--- src/rtl/fifo_pack.sv ---
// Packs WD-bit words into WD*NW-bit entries for a FIFO write port, with one
// holding slot so assembly continues while the FIFO is briefly full.
module fifo_pack #(
  parameter int WD = 32,
  parameter int NW = 4
) (
  input  logic                  w_clk,
  input  logic                  rst,
  input  logic                  wr,
  input  logic [WD-1:0]         data_in,
  input  logic                  flush,
  output logic                  wr_ready,
  input  logic                  fifo_full,
  output logic                  fifo_wen,
  output logic [WD*NW-1:0]      fifo_wdat,
  output logic [$clog2(NW)-1:0] fill,
  output logic                  o_pend_flag,
  output logic                  o_ovf_flag,
  output logic [31:0]           o_pkt_cnt
);

  localparam int FW = $clog2(NW);
  localparam logic [FW-1:0] LAST = FW'(NW - 1);

  typedef enum logic {IDLE, FLUSH_WAIT} state_t;

  state_t              r_state;
  logic [FW-1:0]       r_fill;
  logic [WD*NW-1:0]    r_asm;
  logic [WD*NW-1:0]    r_wdat;
  logic                r_pend;
  logic                r_ovf;
  logic [31:0]         r_pktCnt;

  state_t              w_stateNext;
  logic [FW-1:0]       w_fillNext;
  logic [FW-1:0]       w_effFill;
  logic [WD*NW-1:0]    w_asmWr;
  logic [WD*NW-1:0]    w_asmNext;
  logic [WD*NW-1:0]    w_wdatNext;
  logic                w_wen;
  logic                w_slotFree;
  logic                w_ready;
  logic                w_accept;
  logic                w_flushAcc;
  logic                w_entryDone;
  logic                w_load;
  logic                w_ovfSet;

  always_comb begin
    w_wen       = r_pend & ~fifo_full;
    w_slotFree  = ~r_pend | w_wen;
    w_ready     = (r_state == IDLE) & ((r_fill != LAST) | w_slotFree);
    w_accept    = wr & w_ready;
    w_flushAcc  = flush & w_ready;
    w_entryDone = w_accept & (r_fill == LAST);
    w_ovfSet    = (wr & ~w_ready) | (flush & ~w_ready & (r_state == IDLE));
    w_asmWr     = r_asm;
    w_asmWr[int'(r_fill)*WD +: WD] = data_in;
    if (w_accept)
      w_effFill = w_entryDone ? '0 : r_fill + 1'b1;
    else
      w_effFill = r_fill;
  end

  // A flush arriving with a word applies to the assembly register after that word lands.
  always_comb begin
    w_stateNext = r_state;
    w_fillNext  = r_fill;
    w_asmNext   = r_asm;
    w_wdatNext  = r_wdat;
    w_load      = 1'b0;
    case (r_state)
      IDLE: begin
        if (w_accept) begin
          if (w_entryDone) begin
            w_wdatNext = w_asmWr;
            w_load     = 1'b1;
            w_fillNext = '0;
            w_asmNext  = '0;
          end else begin
            w_fillNext = w_effFill;
            w_asmNext  = w_asmWr;
          end
        end
        if (w_flushAcc && (w_effFill != '0)) begin
          if (w_slotFree) begin
            w_wdatNext = w_accept ? w_asmWr : r_asm;
            w_load     = 1'b1;
            w_fillNext = '0;
            w_asmNext  = '0;
          end else begin
            w_stateNext = FLUSH_WAIT;
          end
        end
      end
      FLUSH_WAIT: begin
        if (w_slotFree) begin
          w_wdatNext  = r_asm;
          w_load      = 1'b1;
          w_fillNext  = '0;
          w_asmNext   = '0;
          w_stateNext = IDLE;
        end
      end
      default: w_stateNext = IDLE;
    endcase
  end

  // A push and a fresh load in the same cycle keep the slot occupied.
  always_ff @(posedge w_clk) begin
    if (rst) begin
      r_state  <= IDLE;
      r_fill   <= '0;
      r_asm    <= '0;
      r_wdat   <= '0;
      r_pend   <= 1'b0;
      r_ovf    <= 1'b0;
      r_pktCnt <= '0;
    end else begin
      r_state <= w_stateNext;
      r_fill  <= w_fillNext;
      r_asm   <= w_asmNext;
      r_wdat  <= w_wdatNext;
      if (w_load)
        r_pend <= 1'b1;
      else if (w_wen)
        r_pend <= 1'b0;
      if (w_ovfSet)
        r_ovf <= 1'b1;
      if (w_wen)
        r_pktCnt <= r_pktCnt + 32'd1;
    end
  end

  assign wr_ready    = w_ready;
  assign fifo_wen    = w_wen;
  assign fifo_wdat   = r_wdat;
  assign fill        = r_fill;
  assign o_pend_flag = r_pend;
  assign o_ovf_flag  = r_ovf;
  assign o_pkt_cnt   = r_pktCnt;

endmodule

--- config.mk ---
export PLATFORM = sky130hd
export DESIGN_NAME = fifo_pack
export DESIGN_NICKNAME = d
export VERILOG_FILES = /design/src/rtl/fifo_pack.sv
export SDC_FILE = /design/constraint.sdc
export NUM_CORES = 1
export LEC_CHECK = 0
export CAP_MARGIN = 20
export CELL_PAD_IN_SITES_DETAIL_PLACEMENT = 0
export CELL_PAD_IN_SITES_GLOBAL_PLACEMENT = 1
export CORE_AREA = 2 2 190 192
export DETAILED_ROUTE_END_ITERATION = 8
export DIE_AREA = 0 0 192 194
export DONT_BUFFER_PORTS = 1
export MAX_ROUTING_LAYER = met4
export PLACE_DENSITY = 0.92
export SKIP_LAST_GASP = 1
export SLEW_MARGIN = 20
export SYNTH_ARGS = -nofsm -noshare
export SYNTH_HDL_FRONTEND = slang
export SYNTH_SLANG_ARGS = --single-unit
--- constraint.sdc ---
create_clock -name w_clk -period 3.7 [get_ports w_clk]
set_clock_uncertainty 0.05 [all_clocks]
set_input_delay 0.74 -clock w_clk [delete_from_list [all_inputs] [get_ports w_clk]]
set_output_delay 0.74 -clock w_clk [all_outputs]
set_load 0.005 [all_outputs]
**Word level (Yosys, flattened, before mapping)**

Index checks and enable logic that the tools add are counted.

- Flip-flop bits (word level): 293
- Latch bits: 0
- Memory bits (writable): 0
- Bits in read-only memories: 0
- Bits of input ports: 37
- Output and inout bits: 166
- Logic and storage cells: 66
- Memories kept: 0

- Add/subtract/negate cells: 3
- Multiply operators: 0
- Divide/modulo/power cells: 0
- $lt $le $gt $ge: 0
- Eq/ne operators: 3
- Shift operators: 2
- Mux-type cells: 33
- Bitwise operators: 15
- Reduce and logical (&&, ||, !) cells: 3

Operators by type and width:

| cell | number |
|---|---|
| $mux W128 | 11 |
| $pmux W128 S2 | 2 |
| $bwmux W128 | 1 |
| $shift A32 B33 Y128 const A | 1 |
| $shiftx A32 B33 Y128 | 1 |
| $neg A7 Y33 | 1 |
| $add A32 B1 Y32 const B | 1 |
| $mux W2 | 7 |
| $mux W1 | 9 |
| $and A1 B1 Y1 | 8 |
| $not A1 Y1 | 4 |
| $pmux W1 S2 | 2 |
| $pmux W2 S2 | 1 |
| $reduce_bool A2 Y1 | 2 |
| $or A1 B1 Y1 | 3 |
| $add A2 B1 Y2 const B | 1 |
| $eq A2 B2 Y1 const B | 1 |
| $ne A2 B1 Y1 const B | 1 |
| $ne A2 B2 Y1 const B | 1 |
| $logic_and A1 B1 Y1 | 1 |

**Logic depth before layout (Yosys ltp)**

- Word-level depth: 14
- Gate-level depth with buffers: 12
- Depth with buffers taken out: 6

**Least setup slack after synthesis**

Ideal clock, no wire load.

- Path kind: register -> register
- Start: register r_fill[0] (netlist: fill[0])
- End: register r_wdat[44] (netlist: fifo_wdat[44])
- Setup time: 79 ps
- Arrival time: 2899 ps
- Required time: 3571 ps
- Path slack: 673 ps
- Cell stages (with the launch flop): 11
- Path buffers: 4
- Clock period less this slack: 3027 ps
- Cell sequence: dfxtp_1 > buf_2 > clkbuf_1 > clkbuf_1 > inv_1 > ha_1 > or3b_4 > nor4_4 > buf_6 > a22oi_2 > o221ai_2

- Word-level cells in the longest chain between the ends: 11
- Elaborated cells between the ends (all ways): 22
- Classes of those cells: add/sub (2); eq/ne (2); shift (2); mux (9); bitwise (5); reduce/logical (2)

RTL lines:

| what | line | source |
|---|---|---|
| from (decl) | 28 | `logic [FW-1:0] r_fill;` |
| from (signal assigned) | 122 | `r_fill <= w_fillNext;` |
| branches (longest 9 deep; another with $neg A7 Y33) | - |  |
| $mux W128 (*) | 86 | `if (w_flushAcc && (w_effFill != '0)) begin` |
| $pmux W128 S2 (*) | 73 | `case (r_state)` |
| to (signal assigned) | 124 | `r_wdat <= w_wdatNext;` |
| to (decl) | 30 | `logic [WD*NW-1:0] r_wdat;` |

Every way passes the cells marked *.
A chain may end at the register's enable or synchronous reset.

**Final worst setup path**

- Start: register r_fill[1] (netlist: fill[1])
- End: register r_wdat[72] (netlist: fifo_wdat[72])

The elaborated chain is that of the path after synthesis.

==> results.cfg <==
[worst_setup_path]
worst_setup_path_end_kind = flip-flop
cp.arrival_ns = 3.36
reg2reg_depth = 7
crit_type = reg2reg
crit_required_ns = 4.02
r2r_end = fifo_wdat[72]
rrSetupSlack_ns = 0.66
crit_path_max_fanout = 114
startpoint_type = flip-flop
startpoint = fill[1]
r2r-start = fill[1]

[placement]
place_hpwl_um = 33010
io_buffer_count = 0
dp.cells = 2123
gp_congestion = 0.8861
place_ws_ns = 0.7423
dpl_cell_area_um2 = 17430

[min_path]
hold_path_end = fill[1]
hp-class = in2reg
hold_depth = 1
min-delay-start = rst

[cts]
cts_made_buffers = 36
clkTransAtPathRegs_ns = 0.05
post-cts-setup-buffers = 0
clock_sinks = 293
h-tree-depth = 2
root_buffer = clkbuf_16
ctsHoldBuffers = 0
cts.repair.resized = 0
clk_latency_ns = 0.53
cts_tree = done
cts_buffer_depth = 3

[yosys]
synth-xor-area-share_pct = 0.5036
yosys.cell_types.count = 63
ys_seq_area_share_pct = 33.73
syn_area_um2 = 17390
synthCells = 1844
synth_top_family_by_area = compound AO/OA/AOI/OAI gates
synthTopCellsByArea = dfxtp_1 (34%), mux2_2 (8.4%), mux2i_1 (7.3%)
synth_fa_ha_area_share_pct = 0.5036
ys.flop_type = dfxtp_1
synth-edff-count = 0
synth-async-reset-ratio_pct = 0
synth.top_cell.area_share_pct = 33.73
syn-num-nets = 1888
synthSimpleGateAreaFrac_pct = 10.67
synth_compound_area_share_pct = 30.83
synth.avg_cell_area_um2 = 9.431
yosysTopAreaCell = dfxtp_1
synth_common_cells = dfxtp_1 (293), nand2_1 (268), mux2_2 (129), mux2i_1 (127), clkbuf_1 (102)
yosys.cell_count.top_type = dfxtp_1
yosys_warnings = 0
synth-seq-cells = 293
synthMuxAreaShare_pct = 15.66

[final_layout]
synthToLayoutAreaGrowth_pct = 6.928
stdcell_area_um2 = 18600
fin_util_pct = 52.80
fin_cells = 2188
nFillCells = 3069
layout-drive-gt1-share_pct = 22.99
nets = 1744
antennaDiodeCount = 0

[sta]
setup_viol = 0
drv_slew = 0
fmax_ghz = 0.3289
final.setup.tns_ns = 0
hold_viol = 0
tightest_slew_ns = 1.160
maxSlewHeadroom_pct = 22.60
finalCriticalPeriod_ns = 3.041
grt_setup_unrepaired = false
finalCritPeriodShare_pct = 82.18
finalWorstSetupSlack_ns = 0.6592

[global_route]
grt_start_max_net_pins = 115
grt_overflow = 0
grtUsageTotal_pct = 29.80
grt_pass1_wl_um = 84820
antenna_found_initial = 0
grt_pass1_vias = 14340

[drt]
drt-initial-drc-count = 1470
ant_nets = 0
firstDrtPassIters = 5
via_per_inst = 6.826
routed_wirelength_um = 55740
num_vias = 14940
wl_per_cell_um = 25.48
drc = 0

[power_and_ir_drop]
p_per_area_nw_per_um2 = 396.5
irDropWorstVdd_mv = 0.2977
p_leak_nw = 5.610

[floorplan]
start_util_pct = 49.37
die_w_um = 192
core-area_um2 = 35220
die_y_um = 194
row_count = 69
dieArea_um2 = 37250
pin_count = 203

[job]
drv_cap = 0

[outcome]
status = completed
==> critical path, stage by stage (launching register included) <==
cell,delay [ns]
dfxtp_1,0.58
inv_1,0.21
ha_1,0.42
and2b_1,0.20
o21a_2,0.23
o211ai_4,0.26
buf_12,0.54
o221ai_1,0.25
==> stage by stage <==
stage,hold WS [ns],power [mW]
finish,0.2333,7.374
global route,0.2161,7.600
CTS,0.2167,7.408
detailed placement,0.4060,3.956
global placement,0.3991,3.946
floorplan,0.3920,3.854
==> registers in the layout (all words and copies together) (netlist names) <==
register,cells
o_pkt_cnt,32
fill,2
o_ovf_flag,1
o_pend_flag,1
r_state,1
fifo_wdat,128
r_asm,128
==> where the power goes <==
group | internal, mW | switching (mW) | leakage, nW
registers | 3.20 | 0.0537 | 2.36
clock network | 2.09 | 1.38 | 0.580
logic | 0.201 | 0.451 | 2.67
total | 5.49 | 1.89 | 5.61
==> area by class of cell <==
type                            instances  area [um^2]  share of cell area [%]
Clock buffer                           59         1130                   6.075
Sequential cell                       293         5867                   31.55
Tap cell                              461        576.8                   3.102
Inverter                               75        281.5                   1.514
Clock inverter                          6        41.29                  0.2220
Timing Repair Buffer                   44        518.0                   2.785
Multi-Input combinational cell       1250        10180                   54.75
==> cells by family (layout without fill, tap and decap cells) <==
family | after synthesis | count (layout)
AOI/OAI and AO/OA | 575 | 575
and+or+nand+nor | 402 | 402
buffers and inverters | 301 | 184
DFF | 293 | 293
muxes | 256 | 256
xor gates and xnor gates | 10 | 10
adders and majority gates | 7 | 7
==> metal layers <==
layer | GRT usage, % | part of all wire [%] | vias to the layer above
li1 | - | - | 6770
met5 | - | 0 | -
met4 | 17.53 | 6.1 | 0
met1 | 36.21 | 39 | 7319
met3 | 8.688 | 10 | 150
met2 | 43.59 | 44 | 696
==> worst max path at each step <==
stage                          to  depth (start not counted)
floorplan           fifo_wdat[44]                         10
global placement        r_asm[65]                          7
detailed placement      r_asm[64]                          7
CTS                     r_asm[64]                          7
global route            r_asm[64]                          7
finish              fifo_wdat[72]                          7
==> layout by cell type, fill, tap and decap left out, types with 6 or more instances in the layout <==
cell       netlist  layout
o32ai_1         32      32
buf_12           0      15
a22oi_2         60      60
clkbuf_8         0      10
o22ai_1         35      35
nand2_1        268     267
inv_1           75      75
o2bb2ai_1       32      32
o221ai_2        29      29
o221ai_1        99      99
a22o_1          32      32
a32o_1          30      30
mux2i_1        127     127
nor2_1          16      15
a22oi_1         68      68
xor2_1           8       8
clkbuf_16        0      38
dfxtp_1        293     292
nand3_1         49      47
a21oi_1         25      25
nand4_1         10      10
mux2_2         129     129
or3_1            8       8
or4_1           13      13
and3_1           6       6
clkbuf_1       102      11
o31ai_2         60      60
o31ai_1         49      49
buf_4           25      29
o21ai_0          9       9
No activity file was read; power rests on OpenSTA's default activity.
